### src/rtl/ram_seq_pkg.sv
// ram_seq_pkg: shared types for the RAM sequencer.
// Holds op encodings, FSM state type and default widths.
package ram_seq_pkg;

  localparam int ADDR_W_DEF = 6;
  localparam int DATA_W_DEF = 8;

  typedef enum logic [1:0] {
    OP_READ     = 2'd0,
    OP_FILL     = 2'd1,
    OP_FILL_INC = 2'd2,
    OP_RSVD     = 2'd3
  } op_e;

  typedef enum logic [2:0] {
    IDLE     = 3'd0,
    WR       = 3'd1,
    RD_ISSUE = 3'd2,
    RD_WAIT  = 3'd3,
    RD_HOLD  = 3'd4
  } state_e;

endpackage

### src/rtl/ram_seq_addr_gen.sv
// ram_seq_addr_gen: block address counter (wraps mod 2^ADDR_W)
// and remaining-length counter. Ports: load_i/start_i/len_i
// start a block, step_i advances, next_o is the following
// address, done_o flags that the current word is the last.
module ram_seq_addr_gen #(
  parameter int ADDR_W = 6
) (
  input  logic              clk,
  input  logic              reset,
  input  logic              load_i,
  input  logic              step_i,
  input  logic [ADDR_W-1:0] start_i,
  input  logic [ADDR_W-1:0] len_i,
  output logic [ADDR_W-1:0] next_o,
  output logic              done_o
);

  logic [ADDR_W-1:0] addr_q;
  logic [ADDR_W:0]   rem_q;

  // A zero length encodes a full sweep of the RAM.
  always_ff @(posedge clk or posedge reset) begin
    if (reset) begin
      addr_q <= '0;
      rem_q  <= '0;
    end else if (load_i) begin
      addr_q <= start_i;
      rem_q  <= (len_i == '0)
              ? {1'b1, {ADDR_W{1'b0}}}
              : {1'b0, len_i};
    end else if (step_i) begin
      addr_q <= addr_q + 1'b1;
      rem_q  <= rem_q - 1'b1;
    end
  end

  assign next_o = addr_q + 1'b1;
  assign done_o = (rem_q == (ADDR_W+1)'(1));

endmodule

### src/rtl/ram_sequencer.sv
// ram_sequencer: command-driven FILL / READ sequencer for a
// single-port RAM with one-cycle read latency.
// Ports: cmd_* command handshake, rsp_* read-word stream,
// ram_* registered RAM drive / ram_q read data, busy,
// cmd_err reserved-op pulse, checksum of words read.
// Macro RAM_SEQ_CHECKSUM_EN enables the checksum adder;
// otherwise checksum is tied to 0.
module ram_sequencer
  import ram_seq_pkg::*;
#(
  parameter int ADDR_W = ADDR_W_DEF,
  parameter int DATA_W = DATA_W_DEF
) (
  input  logic              clk,
  input  logic              reset,
  input  logic              cmd_valid,
  output logic              cmd_ready,
  input  logic [1:0]        cmd_op,
  input  logic [ADDR_W-1:0] cmd_addr,
  input  logic [ADDR_W-1:0] cmd_len,
  input  logic [DATA_W-1:0] cmd_data,
  output logic              rsp_valid,
  input  logic              rsp_ready,
  output logic [DATA_W-1:0] rsp_data,
  output logic              rsp_last,
  output logic              cmd_err,
  output logic              busy,
  output logic [DATA_W-1:0] checksum,
  output logic [ADDR_W-1:0] ram_addr,
  output logic              ram_we,
  output logic [DATA_W-1:0] ram_data,
  input  logic [DATA_W-1:0] ram_q
);

  state_e state_q, state_d;
  op_e    op;

  logic              ram_we_q, ram_we_d;
  logic [ADDR_W-1:0] ram_addr_q, ram_addr_d;
  logic [DATA_W-1:0] ram_data_q, ram_data_d;
  logic              rsp_valid_q, rsp_valid_d;
  logic              rsp_last_q, rsp_last_d;
  logic [DATA_W-1:0] rsp_data_q, rsp_data_d;
  logic              cmd_err_q, cmd_err_d;
  logic              incr_q, incr_d;

  logic              ag_load, ag_step, ag_done;
  logic [ADDR_W-1:0] ag_next;

  assign op = op_e'(cmd_op);

  ram_seq_addr_gen #(
    .ADDR_W (ADDR_W)
  ) u_addr_gen (
    .clk     (clk),
    .reset   (reset),
    .load_i  (ag_load),
    .step_i  (ag_step),
    .start_i (cmd_addr),
    .len_i   (cmd_len),
    .next_o  (ag_next),
    .done_o  (ag_done)
  );

  always_ff @(posedge clk or posedge reset) begin
    if (reset) begin
      state_q     <= IDLE;
      ram_we_q    <= 1'b0;
      ram_addr_q  <= '0;
      ram_data_q  <= '0;
      rsp_valid_q <= 1'b0;
      rsp_last_q  <= 1'b0;
      rsp_data_q  <= '0;
      cmd_err_q   <= 1'b0;
      incr_q      <= 1'b0;
    end else begin
      state_q     <= state_d;
      ram_we_q    <= ram_we_d;
      ram_addr_q  <= ram_addr_d;
      ram_data_q  <= ram_data_d;
      rsp_valid_q <= rsp_valid_d;
      rsp_last_q  <= rsp_last_d;
      rsp_data_q  <= rsp_data_d;
      cmd_err_q   <= cmd_err_d;
      incr_q      <= incr_d;
    end
  end

  // The RAM address is registered as a block enters RD_ISSUE,
  // so ram_q is valid in RD_WAIT: three cycles per read word.
  // Writes raise ram_we on entry to WR, so it is high for
  // exactly the cycles spent in WR.
  always_comb begin
    state_d     = state_q;
    ram_we_d    = 1'b0;
    ram_addr_d  = ram_addr_q;
    ram_data_d  = ram_data_q;
    rsp_valid_d = rsp_valid_q;
    rsp_last_d  = rsp_last_q;
    rsp_data_d  = rsp_data_q;
    cmd_err_d   = 1'b0;
    incr_d      = incr_q;
    ag_load     = 1'b0;
    ag_step     = 1'b0;
    unique case (state_q)
      IDLE: begin
        if (cmd_valid) begin
          unique case (op)
            OP_READ: begin
              ag_load    = 1'b1;
              ram_addr_d = cmd_addr;
              state_d    = RD_ISSUE;
            end
            OP_FILL, OP_FILL_INC: begin
              ag_load    = 1'b1;
              ram_addr_d = cmd_addr;
              ram_data_d = cmd_data;
              ram_we_d   = 1'b1;
              incr_d     = (op == OP_FILL_INC);
              state_d    = WR;
            end
            OP_RSVD: begin
              cmd_err_d = 1'b1;
            end
          endcase
        end
      end
      WR: begin
        if (ag_done) begin
          state_d = IDLE;
        end else begin
          ag_step    = 1'b1;
          ram_we_d   = 1'b1;
          ram_addr_d = ag_next;
          ram_data_d = ram_data_q + DATA_W'(incr_q);
        end
      end
      RD_ISSUE: begin
        state_d = RD_WAIT;
      end
      RD_WAIT: begin
        rsp_data_d  = ram_q;
        rsp_valid_d = 1'b1;
        rsp_last_d  = ag_done;
        state_d     = RD_HOLD;
      end
      RD_HOLD: begin
        if (rsp_ready) begin
          rsp_valid_d = 1'b0;
          rsp_last_d  = 1'b0;
          if (ag_done) begin
            state_d = IDLE;
          end else begin
            ag_step    = 1'b1;
            ram_addr_d = ag_next;
            state_d    = RD_ISSUE;
          end
        end
      end
      default: begin
        state_d = IDLE;
      end
    endcase
  end

`ifdef RAM_SEQ_CHECKSUM_EN
  logic              csum_clr, csum_add;
  logic [DATA_W-1:0] csum_q;

  assign csum_clr = (state_q == IDLE) && cmd_valid
                  && (op == OP_READ);
  assign csum_add = (state_q == RD_HOLD) && rsp_ready;

  always_ff @(posedge clk or posedge reset) begin
    if (reset) begin
      csum_q <= '0;
    end else if (csum_clr) begin
      csum_q <= '0;
    end else if (csum_add) begin
      csum_q <= csum_q + rsp_data_q;
    end
  end

  assign checksum = csum_q;
`else
  assign checksum = '0;
`endif

  assign cmd_ready = (state_q == IDLE);
  assign busy      = (state_q != IDLE);
  assign ram_we    = ram_we_q;
  assign ram_addr  = ram_addr_q;
  assign ram_data  = ram_data_q;
  assign rsp_valid = rsp_valid_q;
  assign rsp_last  = rsp_last_q;
  assign rsp_data  = rsp_data_q;
  assign cmd_err   = cmd_err_q;

endmodule

### config.mk
export PLATFORM = sky130hd
export DESIGN_NAME = ram_sequencer
export DESIGN_NICKNAME = d
export VERILOG_FILES = /design/src/rtl/ram_seq_pkg.sv /design/src/rtl/ram_seq_addr_gen.sv /design/src/rtl/ram_sequencer.sv
export SDC_FILE = /design/constraint.sdc
export NUM_CORES = 1
export LEC_CHECK = 0
export ABC_AREA = 0
export BUFFER_PORTS_ARGS = -buffer_cell sky130_fd_sc_hd__buf_2
export CAP_MARGIN = 20
export CELL_PAD_IN_SITES_DETAIL_PLACEMENT = 1
export CELL_PAD_IN_SITES_GLOBAL_PLACEMENT = 1
export CORE_ASPECT_RATIO = 0.8
export CORE_UTILIZATION = 39
export DETAILED_ROUTE_END_ITERATION = 8
export PLACE_DENSITY_LB_ADDON = 0.1
export SLEW_MARGIN = 20
export SYNTH_ARGS = -nofsm -noshare
export SYNTH_HDL_FRONTEND = slang
export SYNTH_HIERARCHICAL = 1
export SYNTH_SLANG_ARGS = --single-unit
### constraint.sdc
create_clock -name clk -period 2.69 [get_ports clk]
set_input_delay 0.269 -clock clk [delete_from_list [all_inputs] [get_ports clk]]
set_output_delay 0.269 -clock clk [all_outputs]
set_load 0.01 [all_outputs]
==> impl_metrics.csv <==
group,metric,value,unit
placement,dp_hpwl,4.558,mm
final_layout,nNetsFinal,356,
critical_path,setup.worst_path.class,"flip-flop to flip-flop",
sta,slew_headroom,62.57,%
final_layout,post_route_cells_drive_above_1_share,26.20,%
grt,grt.met3_usage,3.646,%
sta,setup_repair_after_global_routing_missed_its_margin,"no",
pwr,cellLeakagePower,1.397,nW
grt,use_met1,25.77,%
clocking,clock_tree_from_tritoncts,"yes",
clocking,clock-sinks,43,
clocking,cts.hold.buffers_added,0,
critical_path,worst_setup_path_start_kind,"flip-flop",
sta,count_of_endpoints_failing_hold_in_the_final_timing_report,0,
grt,most_utilized_layer_in_the_global_route_result,"met2",
clocking,clk_pin_slew_worst_paths,90,ps
sta,final_max_slew_viol_count,0,
synthesis,synth_edf_count,0,
floorplanning,rows,25,
clocking,cts.htree.levels,2,
critical_path,critical-path-slowest-cell,"sky130_fd_sc_hd__dfrtp_1",
sta,finalCritPeriodShare,83.41,%
synthesis,most_frequently_used_cell_type_in_the_post_synthesis_netlist,"sky130_fd_sc_hd__dfrtp_1",
synthesis,synthDominantAreaCellType,"sky130_fd_sc_hd__dfrtp_1",
grt,grt_use_met2,32.15,%
critical_path,worst_ep_arrival,2410,ps
sta,worst_slack,446.3,ps
drt,drtPass1Iterations,4,
floorplanning,initial_utilization,40.96,%
synthesis,synthFlopType,"sky130_fd_sc_hd__dfrtp_1",
synthesis,ys_async_sr_fraction,100.0,%
synthesis,yosys.cell_types.count,51,
floorplanning,die_y,73.04,um
pwr,irDropWorstVdd,475.3,uV
run_status,outcome,"completed",
synthesis,yosys-top-cells-count,"sky130_fd_sc_hd__dfrtp_1 (43), sky130_fd_sc_hd__nand2_1 (21), sky130_fd_sc_hd__a21oi_1 (15), sky130_fd_sc_hd__inv_1 (15), sky130_fd_sc_hd__nor2_1 (13)",
synthesis,synth_top_cells_by_area,"sky130_fd_sc_hd__dfrtp_1 (44%), sky130_fd_sc_hd__mux2_1 (5.0%), sky130_fd_sc_hd__ha_1 (4.6%), sky130_fd_sc_hd__buf_4 (3.4%), sky130_fd_sc_hd__nand2_1 (3.2%)",
clocking,numCtsBuffers,5,
critical_path,max_stage_delay,440,ps
placement,placedCellCount,387,
hold_path,worst_hold_path_type,"input port to asynchronous set/reset pin",
final_layout,finalNonFillerCells,394,
floorplanning,floorplan.die.width,90.79,um
final_layout,final_core_utilization,48.60,%
clocking,post_cts_resized,0,
clocking,buffer_levels_on_the_longest_clock_path,2,
final_layout,antenna-diode-count,0,
synthesis,yosysWarningCount,6,
critical_path,cp-end-kind,"flip-flop",
placement,pre_cts_ws,454.2,ps
floorplanning,num_io_pins,70,
sta,fmax,445.7,MHz
grt,grt_pass1_vias,2039,
clocking,cts_root_buf,"sky130_fd_sc_hd__clkbuf_8",
grt,grt_use_total,19.14,%
synthesis,yosysTopAreaCellShare,43.74,%
clocking,post-cts-setup-buffers,0,
critical_path,worst-endpoint-required,2850,ps
floorplanning,die_area,0.006631,mm^2
synthesis,synthesis.area_per_instance,9.879,um^2
final_layout,post_synthesis_to_final_layout_area_growth,18.67,%
drt,drc_errors,0,
synthesis,synth_seq_area_share,43.74,%
critical_path,crit_path_cells,"ha_1 > and3b_1 > or2_1 > nor2_1 > buf_4 > nor3b_1 > a21oi_1 > a311o_1",
synthesis,synth-seq-cells,43,
placement,globalplace.congestion,0.7225,
grt,grt.overflow.total,0,
grt,grt_max_degree,17,
sta,post-route-min-period,2244,ps
sta,finalSetupTns,0,ps
drt,route.antenna.remaining_nets,0,
sta,finalSetupViolations,0,
drt,number_of_vias_per_cell_after_detailed_routing,5.018,
grt,antenna_found_initial,0,
grt,grt_first_pass_wirelength,9.922,mm
critical_path,critical_path_peak_fanout,14,
sta,tightestPinTransition,561.4,ps
synthesis,syn_area,0.002460,mm^2
flow_run,drv_cap,0,
pwr,p_total,0.003441,W
pwr,power-per-cell-area,1179,mW/mm^2
drt,post_drt_wl_per_cell,14.75,um
sta,clock-skew-final,12.22,ps
clocking,clock_insertion_delay_worst_skew,290,ps
floorplanning,placeableCoreArea,0.006006,mm^2
placement,buffer_ports.inserted,61,
drt,drt-total-wl,5.810,mm
drt,num_vias,1977,
drt,drt_first_iter_violations,57,
synthesis,post_synth_inst_count,249,
-- cell usage in the layout, fill, tap and decap left out, types with 8 or more instances in the layout --
cell type	n
sky130_fd_sc_hd__buf_2	61
sky130_fd_sc_hd__dfrtp_1	43
sky130_fd_sc_hd__nand2_1	21
sky130_fd_sc_hd__a21oi_1	15
sky130_fd_sc_hd__inv_1	15
sky130_fd_sc_hd__nor2_1	13
sky130_fd_sc_hd__o22ai_1	11
sky130_fd_sc_hd__mux2_1	11
sky130_fd_sc_hd__o21ai_0	10
sky130_fd_sc_hd__ha_1	9
sky130_fd_sc_hd__nand3_1	8
sky130_fd_sc_hd__conb_1	8
-- final timing paths --
kind	startpoint	endpoint	slack [ps]	depth (start not counted)
min in group clk	ram_q[6]	rsp_data[6]	190	2
hold / removal	reset	u_addr_gen/addr_q[3]	30	2
hold reg to reg	rsp_data[2]	rsp_data[2]	490	1
max in group asynchronous	reset	ram_data[2]	2020	3
setup reg to reg	u_addr_gen/rem_q[0]	u_addr_gen/rem_q[5]	450	8
setup / recovery	u_addr_gen/rem_q[0]	u_addr_gen/rem_q[5]	450	8
-- stage by stage --
step	cell area (um^2)	hold slack [ps]
3_3_place_gp	2816	344.7
4_1_cts	2919	19.51
2_1_floorplan	2486	146.0
6_report	2919	25.26
3_5_place_dp	2816	346.4
5_1_grt	2919	57.76
-- layout make-up --
class / count / area [um^2]
Clock buffer: 6 / 72.57
Clock inverter: 1 / 30.03
Tap cell: 81 / 101.3
Multi-Input combinational cell: 180 / 1225
Fill cell: 752 / 3087
Timing Repair Buffer: 68 / 357.8
Inverter: 15 / 56.30
Sequential cell: 43 / 1076
-- cells by family after synthesis --
logic type	share of synthesized area, %
DFF	43.74
muxes	6.256
other	0.1524
AOI/OAI and AO/OA	15.36
buffers and inverters	7.528
adders and majority gates	4.578
and+or+nand+nor	17.75
xor gates and xnor gates	4.629
-- report_power, final --
group | switching [W] | internal, W | total (W)
registers | 0.000309 | 0.000959 | 0.00127
clock network | 0.000212 | 0.000272 | 0.000484
logic | 0.000911 | 0.000778 | 0.00169
total | 0.00143 | 0.00201 | 0.00344
-- flip-flops by register name, indices dropped and copies added (netlist names) --
signal	flops
rsp_valid	1
incr_q	1
rsp_last	1
rsp_data	8
state_q	3
u_addr_gen/addr_q	6
u_addr_gen/rem_q	7
ram_data	8
cmd_err	1
ram_we	1
ram_addr	6
-- critical path: cells and delay by family (launching register included) --
kind            cells  cell delay [ps]
fa+ha+maj           1              220
compound gates      2              420
flops               1              440
buf+inv             1              210
simple gates        4              840
-- per-layer routing --
| metal | vias up | wire length (um) | share of wire, % |
|---|---|---|---|
| li1 | 984 | - | - |
| met1 | 944 | 2814 | 48 |
| met2 | 45 | 2705 | 47 |
| met3 | 4 | 243 | 4.2 |
| met4 | 0 | 46 | 0.79 |
| met5 | - | 0 | 0 |
Power figures use the tool's default switching activity.
